File: src/rtl/interrupt_controller_if.sv
// Signal bundle between the processor-side request logic and the interrupt controller.
// master drives requests and handshakes; slave is the controller itself.
interface interrupt_controller_if #(
    parameter int PEND_W = 2
);
    logic              irq_in;
    logic              irq_enable;
    logic              stall;
    logic              rti_done;
    logic              interrupt;
    logic              in_service;
    logic [PEND_W-1:0] pending_count;
    logic              irq_lost;
    logic [1:0]        state;

    modport master (
        output irq_in, irq_enable, stall, rti_done,
        input  interrupt, in_service, pending_count, irq_lost, state
    );

    modport slave (
        input  irq_in, irq_enable, stall, rti_done,
        output interrupt, in_service, pending_count, irq_lost, state
    );
endinterface

File: src/rtl/interrupt_controller.sv
// Synchronises an external request line, counts request edges and issues one
// single-cycle interrupt per request, holding further requests off until RTI retires.
module interrupt_controller #(
    parameter int SYNC_STAGES = 2,
    parameter int HOLDOFF     = 4,
    parameter int PEND_W      = 2
) (
    input  logic                   clk,
    input  logic                   reset,
    interrupt_controller_if.slave  bus
);
    typedef enum logic [1:0] {
        S_IDLE    = 2'b00,
        S_FIRE    = 2'b01,
        S_SERVICE = 2'b10,
        S_HOLDOFF = 2'b11
    } state_t;

    localparam int HW = (HOLDOFF > 1) ? $clog2(HOLDOFF) : 1;
    localparam logic [HW-1:0] HOLD_LOAD = (HOLDOFF > 0) ? HW'(HOLDOFF - 1) : '0;

    logic [SYNC_STAGES-1:0] r_sync;
    logic                   r_prev;
    logic                   w_rise;
    logic [PEND_W-1:0]      r_pending;
    logic [PEND_W-1:0]      w_pending_next;
    logic                   r_lost;
    logic                   w_lost_next;
    logic [HW-1:0]          r_hold;
    logic [HW-1:0]          w_hold_next;
    state_t                 r_state;
    state_t                 w_state_next;
    logic                   w_fire;
    logic                   r_interrupt;
    logic                   r_in_service;

    // SYNC_STAGES must be at least 2 for metastability protection on irq_in.
    genvar gi;
    generate
        for (gi = 0; gi < SYNC_STAGES; gi++) begin : g_sync
            logic w_stage_in;
            if (gi == 0) begin : g_first
                assign w_stage_in = bus.irq_in;
            end else begin : g_rest
                assign w_stage_in = r_sync[gi-1];
            end
            always_ff @(posedge clk) begin
                if (!reset) r_sync[gi] <= 1'b0;
                else        r_sync[gi] <= w_stage_in;
            end
        end
    endgenerate

    always_ff @(posedge clk) begin
        if (!reset) r_prev <= 1'b0;
        else        r_prev <= r_sync[SYNC_STAGES-1];
    end

    assign w_rise = r_sync[SYNC_STAGES-1] & ~r_prev;
    assign w_fire = (r_state == S_IDLE) && (r_pending != '0) && bus.irq_enable && !bus.stall;

    // A simultaneous rise and delivery cancel out; a rise into a full counter is lost.
    always_comb begin
        w_pending_next = r_pending;
        w_lost_next    = r_lost;
        if (w_rise && !w_fire) begin
            if (&r_pending) w_lost_next    = 1'b1;
            else            w_pending_next = r_pending + 1'b1;
        end else if (w_fire && !w_rise) begin
            w_pending_next = r_pending - 1'b1;
        end
    end

    always_comb begin
        w_state_next = r_state;
        w_hold_next  = r_hold;
        case (r_state)
            S_IDLE: begin
                if (w_fire) w_state_next = S_FIRE;
            end
            S_FIRE: begin
                w_state_next = S_SERVICE;
            end
            S_SERVICE: begin
                if (bus.rti_done) begin
                    if (HOLDOFF == 0) begin
                        w_state_next = S_IDLE;
                    end else begin
                        w_state_next = S_HOLDOFF;
                        w_hold_next  = HOLD_LOAD;
                    end
                end
            end
            S_HOLDOFF: begin
                if (r_hold == '0) w_state_next = S_IDLE;
                else              w_hold_next  = r_hold - 1'b1;
            end
            default: w_state_next = S_IDLE;
        endcase
    end

    // Outputs are registered from the next state so they align with state.
    always_ff @(posedge clk) begin
        if (!reset) begin
            r_state      <= S_IDLE;
            r_hold       <= '0;
            r_pending    <= '0;
            r_lost       <= 1'b0;
            r_interrupt  <= 1'b0;
            r_in_service <= 1'b0;
        end else begin
            r_state      <= w_state_next;
            r_hold       <= w_hold_next;
            r_pending    <= w_pending_next;
            r_lost       <= w_lost_next;
            r_interrupt  <= (w_state_next == S_FIRE);
            r_in_service <= (w_state_next == S_FIRE) || (w_state_next == S_SERVICE);
        end
    end

    assign bus.interrupt     = r_interrupt;
    assign bus.in_service    = r_in_service;
    assign bus.pending_count = r_pending;
    assign bus.irq_lost      = r_lost;
    assign bus.state         = r_state;
endmodule

File: src/flat_wrapper.sv
// flat-port wrapper written by rule: the top's interface ports become plain ports
module interrupt_controller_flat 
#(
    parameter int SYNC_STAGES = 2,
    parameter int HOLDOFF     = 4,
    parameter int PEND_W      = 2
)
  (clk, reset, bus_irq_in, bus_irq_enable, bus_stall, bus_rti_done, bus_interrupt, bus_in_service, bus_pending_count, bus_irq_lost, bus_state);
  interrupt_controller_if #(.PEND_W(PEND_W)) bus_i ();
  input  logic clk;
  input  logic reset;
  input wire logic [$bits(bus_i.irq_in)-1:0] bus_irq_in;
  input wire logic [$bits(bus_i.irq_enable)-1:0] bus_irq_enable;
  input wire logic [$bits(bus_i.stall)-1:0] bus_stall;
  input wire logic [$bits(bus_i.rti_done)-1:0] bus_rti_done;
  output wire logic [$bits(bus_i.interrupt)-1:0] bus_interrupt;
  output wire logic [$bits(bus_i.in_service)-1:0] bus_in_service;
  output wire logic [$bits(bus_i.pending_count)-1:0] bus_pending_count;
  output wire logic [$bits(bus_i.irq_lost)-1:0] bus_irq_lost;
  output wire logic [$bits(bus_i.state)-1:0] bus_state;
  assign bus_i.irq_in = bus_irq_in;
  assign bus_i.irq_enable = bus_irq_enable;
  assign bus_i.stall = bus_stall;
  assign bus_i.rti_done = bus_rti_done;
  assign bus_interrupt = bus_i.interrupt;
  assign bus_in_service = bus_i.in_service;
  assign bus_pending_count = bus_i.pending_count;
  assign bus_irq_lost = bus_i.irq_lost;
  assign bus_state = bus_i.state;
  interrupt_controller #(.SYNC_STAGES(SYNC_STAGES), .HOLDOFF(HOLDOFF), .PEND_W(PEND_W)) u_core (.clk(clk), .reset(reset), .bus(bus_i));
endmodule
File: config.mk
export PLATFORM = sky130hd
export DESIGN_NAME = interrupt_controller_flat
export DESIGN_NICKNAME = d
export VERILOG_FILES = /design/src/rtl/interrupt_controller_if.sv /design/src/rtl/interrupt_controller.sv /design/src/flat_wrapper.sv
export SDC_FILE = /design/constraint.sdc
export NUM_CORES = 1
export LEC_CHECK = 0
export ABC_CLOCK_PERIOD_IN_PS = 1800
export CAP_MARGIN = 20
export CORE_AREA = 2 2 39 41
export DETAILED_ROUTE_END_ITERATION = 10
export DIE_AREA = 0 0 41 43
export SLEW_MARGIN = 5
export SYNTH_ARGS = -nofsm -noshare
export SYNTH_HDL_FRONTEND = slang
export SYNTH_SLANG_ARGS = --single-unit
File: constraint.sdc
create_clock -name clk -period 1.8 [get_ports clk]
set_input_delay 0.36 -clock clk [delete_from_list [all_inputs] [get_ports clk]]
set_output_delay 0.36 -clock clk [all_outputs]
set_load 0.01 [all_outputs]
==> impl_metrics.csv <==
group,metric,value,unit
outcome,status,"completed",
grt,grt_max_degree,9,
routing,drt_iter0_markers,1,
clock_tree,cts_resized,0,
min_path,hold_path.class,"flop to flop",
die,boundaryPins,13,
sta,setup_viol_count_final,0,
sta,period_needed,1.697,ns
logic_synthesis,ys_top_cells_by_count,"dfxtp_1, and2_1, nand2_1, nor2_1",
clock_tree,cts_tree,"done",
clock_tree,path_clk_slew,0.08,ns
setup_path,endpoint_kind,"primary output",
clock_tree,cts_buffers,3,
setup_path,critical_path_class,"flop to primary output",
power,switching_share,0.2124,
logic_synthesis,synth_top_flop_cell,"dfxtp_1",
power,clkPwrFrac,0.393,
routing,ant_nets,0,
sta,holdWs,0.4413,ns
layout,n_antenna_cell,0,
logic_synthesis,synth_most_common_cell,"dfxtp_1",
power,vdd.ir_drop.worst,0.4231,mV
setup_path,cp_slowest_stage_delay,0.59,ns
clock_tree,h-tree-depth,1,
logic_synthesis,synth-seq-cells,12,
logic_synthesis,synth-edff-count,0,
logic_synthesis,synthesis.area,491.7,um^2
place,dp.final_hpwl,715.8,um
setup_path,cp_data_arrival_time,1.34,ns
sta,final.period_utilization,0.9426,
logic_synthesis,syn_area_per_cell,9.834,um^2
sta,worst_pin_slew,0.4708,ns
logic_synthesis,yosys-top-cells-area,"dfxtp_1, and2_1, ha_1",
routing,firstDrtPassIters,2,
power,powerDensity,775.3,nW/um^2
min_path,hold_end,"u_core.r_sync[1]",
power,seqPwrFrac,0.510,
grt,antenna_found_initial,0,
power,combPwrFrac,0.096,
sta,rsz0062_at_grt,"false",
die,rows,14,
layout,final_util,0.5045,
layout,fin_area,698.2,um^2
logic_synthesis,syn-num-nets,58,
setup_path,crit_path_max_fanout,8,
die,start_util,0.3553,
routing,vias,428,
logic_synthesis,yosys.area.top_type,"dfxtp_1",
job,max_cap_viol_count,0,
routing,wl,894,um
setup_path,reg2regPathDepth,7,
sta,drv_slew,0,
setup_path,crit_chain,"clkdlybuf4s50_1",
die,die_h,43,um
power,internal_power,0.4264,mW
logic_synthesis,async_flop_share,0,
clock_tree,postCtsSetupBuffers,0,
layout,layout-drive-gt1-share,0.1714,
logic_synthesis,synthCells,50,
place,place.gp.congestion,0.6837,
place,port_buffers,12,
setup_path,slowest_stage,"clkdlybuf4s50_1",
die,core_area,1384,um^2
clock_tree,clockRootBuffer,"clkbuf_4",
die,die_x,41,um
setup_path,critPathBufInv,1,
sta,finClkSkew,0.003071,ns
min_path,hp-start,"u_core.g_sync[1].w_stage_in",
grt,grt_pass1_vias,364,
place,placed_area,661.9,um^2
routing,via_per_inst,4.977,
setup_path,cp.required,1.44,ns
grt,grt_usage,0.1240,
setup_path,timing.rr.start,"u_core.r_hold[0]",
place,dp_cells,82,
layout,fin_cells,86,
min_path,hold_depth,1,
clock_tree,clock_path_buffers,2,
clock_tree,clk_latency,0.27,ns
logic_synthesis,netlist.area_leader.share,0.4885,
routing,wl_per_cell,10.40,um
layout,fillerInstances,137,
die,die-area,1763,um^2
sta,max_freq,589.4,MHz
setup_path,r2r_end,"u_core.bus.in_service",
clock_tree,clock_sinks,12,
grt,grt_pass1_wl,1483,um
layout,nets,79,
logic_synthesis,ys_warn_count,0,
setup_path,cp-start-kind,"flop",
logic_synthesis,ys_seq_area_frac,0.4885,
grt,grt-ovfl-total,0,
logic_synthesis,synth.distinct_cells,23,
layout,synthToLayoutAreaGrowth,41.98,%
sta,relSlewSlack,0.6855,
power,p_sw,0.1150,mW
setup_path,rrSetupSlack,0.45,ns
routing,drc,0,
setup_path,crit_family,"buffers and inverters",
sta,final_hold_viol_count,0,
clock_tree,postCtsHoldBufs,0,
power,total_leakage_power,0.2588,nW
sta,setup_tns,0,ns
## sequential cells by signal, indices dropped and copies added (netlist names)
name,flops
u_core.r_sync,1
u_core.r_hold,2
u_core.g_sync.w_stage_in,1
u_core.bus.interrupt,1
u_core.bus.in_service,1
u_core.bus.irq_lost,1
u_core.bus.pending_count,2
u_core.bus.state,2
u_core.r_prev,1
## kinds of logic after synthesis
kind of cell | count (synthesis) | share of synthesized area
compound gates | 12 | 0.1781
fa+ha+maj | 2 | 0.05088
buf+inv | 3 | 0.02290
flops | 12 | 0.4885
simple gates | 21 | 0.2595
## metal layers
layer | GRT usage | part of all wire | up-vias
met1 | 0.1596 | 0.47 | 194
met2 | 0.1719 | 0.45 | 11
met5 | 0 | 0 | -
met3 | 0.03665 | 0.062 | 4
met4 | 0.08000 | 0.019 | 0
li1 | - | - | 219
## power by group through the flow
stage	sequential (mW)	clock, mW	combinational (mW)
5_1_grt	0.277	0.229	0.0572
6_report	0.276	0.213	0.0521
3_5_place_dp	0.283	0	0.0525
4_1_cts	0.276	0.219	0.0529
2_1_floorplan	0.283	0	0.0221
3_3_place_gp	0.283	0	0.0521
## through the flow
step                      power, mW  setup WS [ns]
final                        0.5413         0.1033
after global routing         0.5632        0.03969
after CTS                    0.5487        0.09004
after detailed placement     0.3352        0.06314
after global placement       0.3348        0.08047
after floorplan              0.3055         0.4313
## how the worst max path moves through the flow
stage | endpoint | cells after the start | start
CTS | bus_pending_count[1] | 1 | u_core.bus.pending_count[1]
global placement | u_core.bus.irq_lost | 4 | bus_stall
detailed placement | u_core.bus.pending_count[0] | 4 | bus_stall
finish | bus_pending_count[1] | 1 | u_core.bus.pending_count[1]
global route | bus_state[1] | 1 | u_core.bus.state[1]
floorplan | u_core.bus.interrupt | 5 | u_core.bus.state[0]
## cells in the final DEF, fill, tap and decap left out, types with 2 or more instances in the layout
| cell | synthesis | layout |
|---|---|---|
| nor2_1 | 4 | 4 |
| nand2_1 | 4 | 4 |
| clkbuf_4 | 0 | 3 |
| inv_1 | 3 | 3 |
| nor2b_1 | 2 | 2 |
| buf_4 | 0 | 4 |
| dfxtp_1 | 12 | 12 |
| clkdlybuf4s50_1 | 0 | 12 |
| a21oi_1 | 3 | 3 |
| ha_1 | 2 | 2 |
| and2_1 | 4 | 4 |
| o21ai_1 | 2 | 2 |
## area by class of cell
type,instances,area (um^2),share of cell area
repair buffers,16,150.1,0.2151
flip-flops and latches,12,240.2,0.3441
well taps,16,20.02,0.02867
clock buffers,4,36.28,0.05197
multi-input cells,35,240.2,0.3441
inverters,3,11.26,0.01613
(Power assumes the default switching activity.)
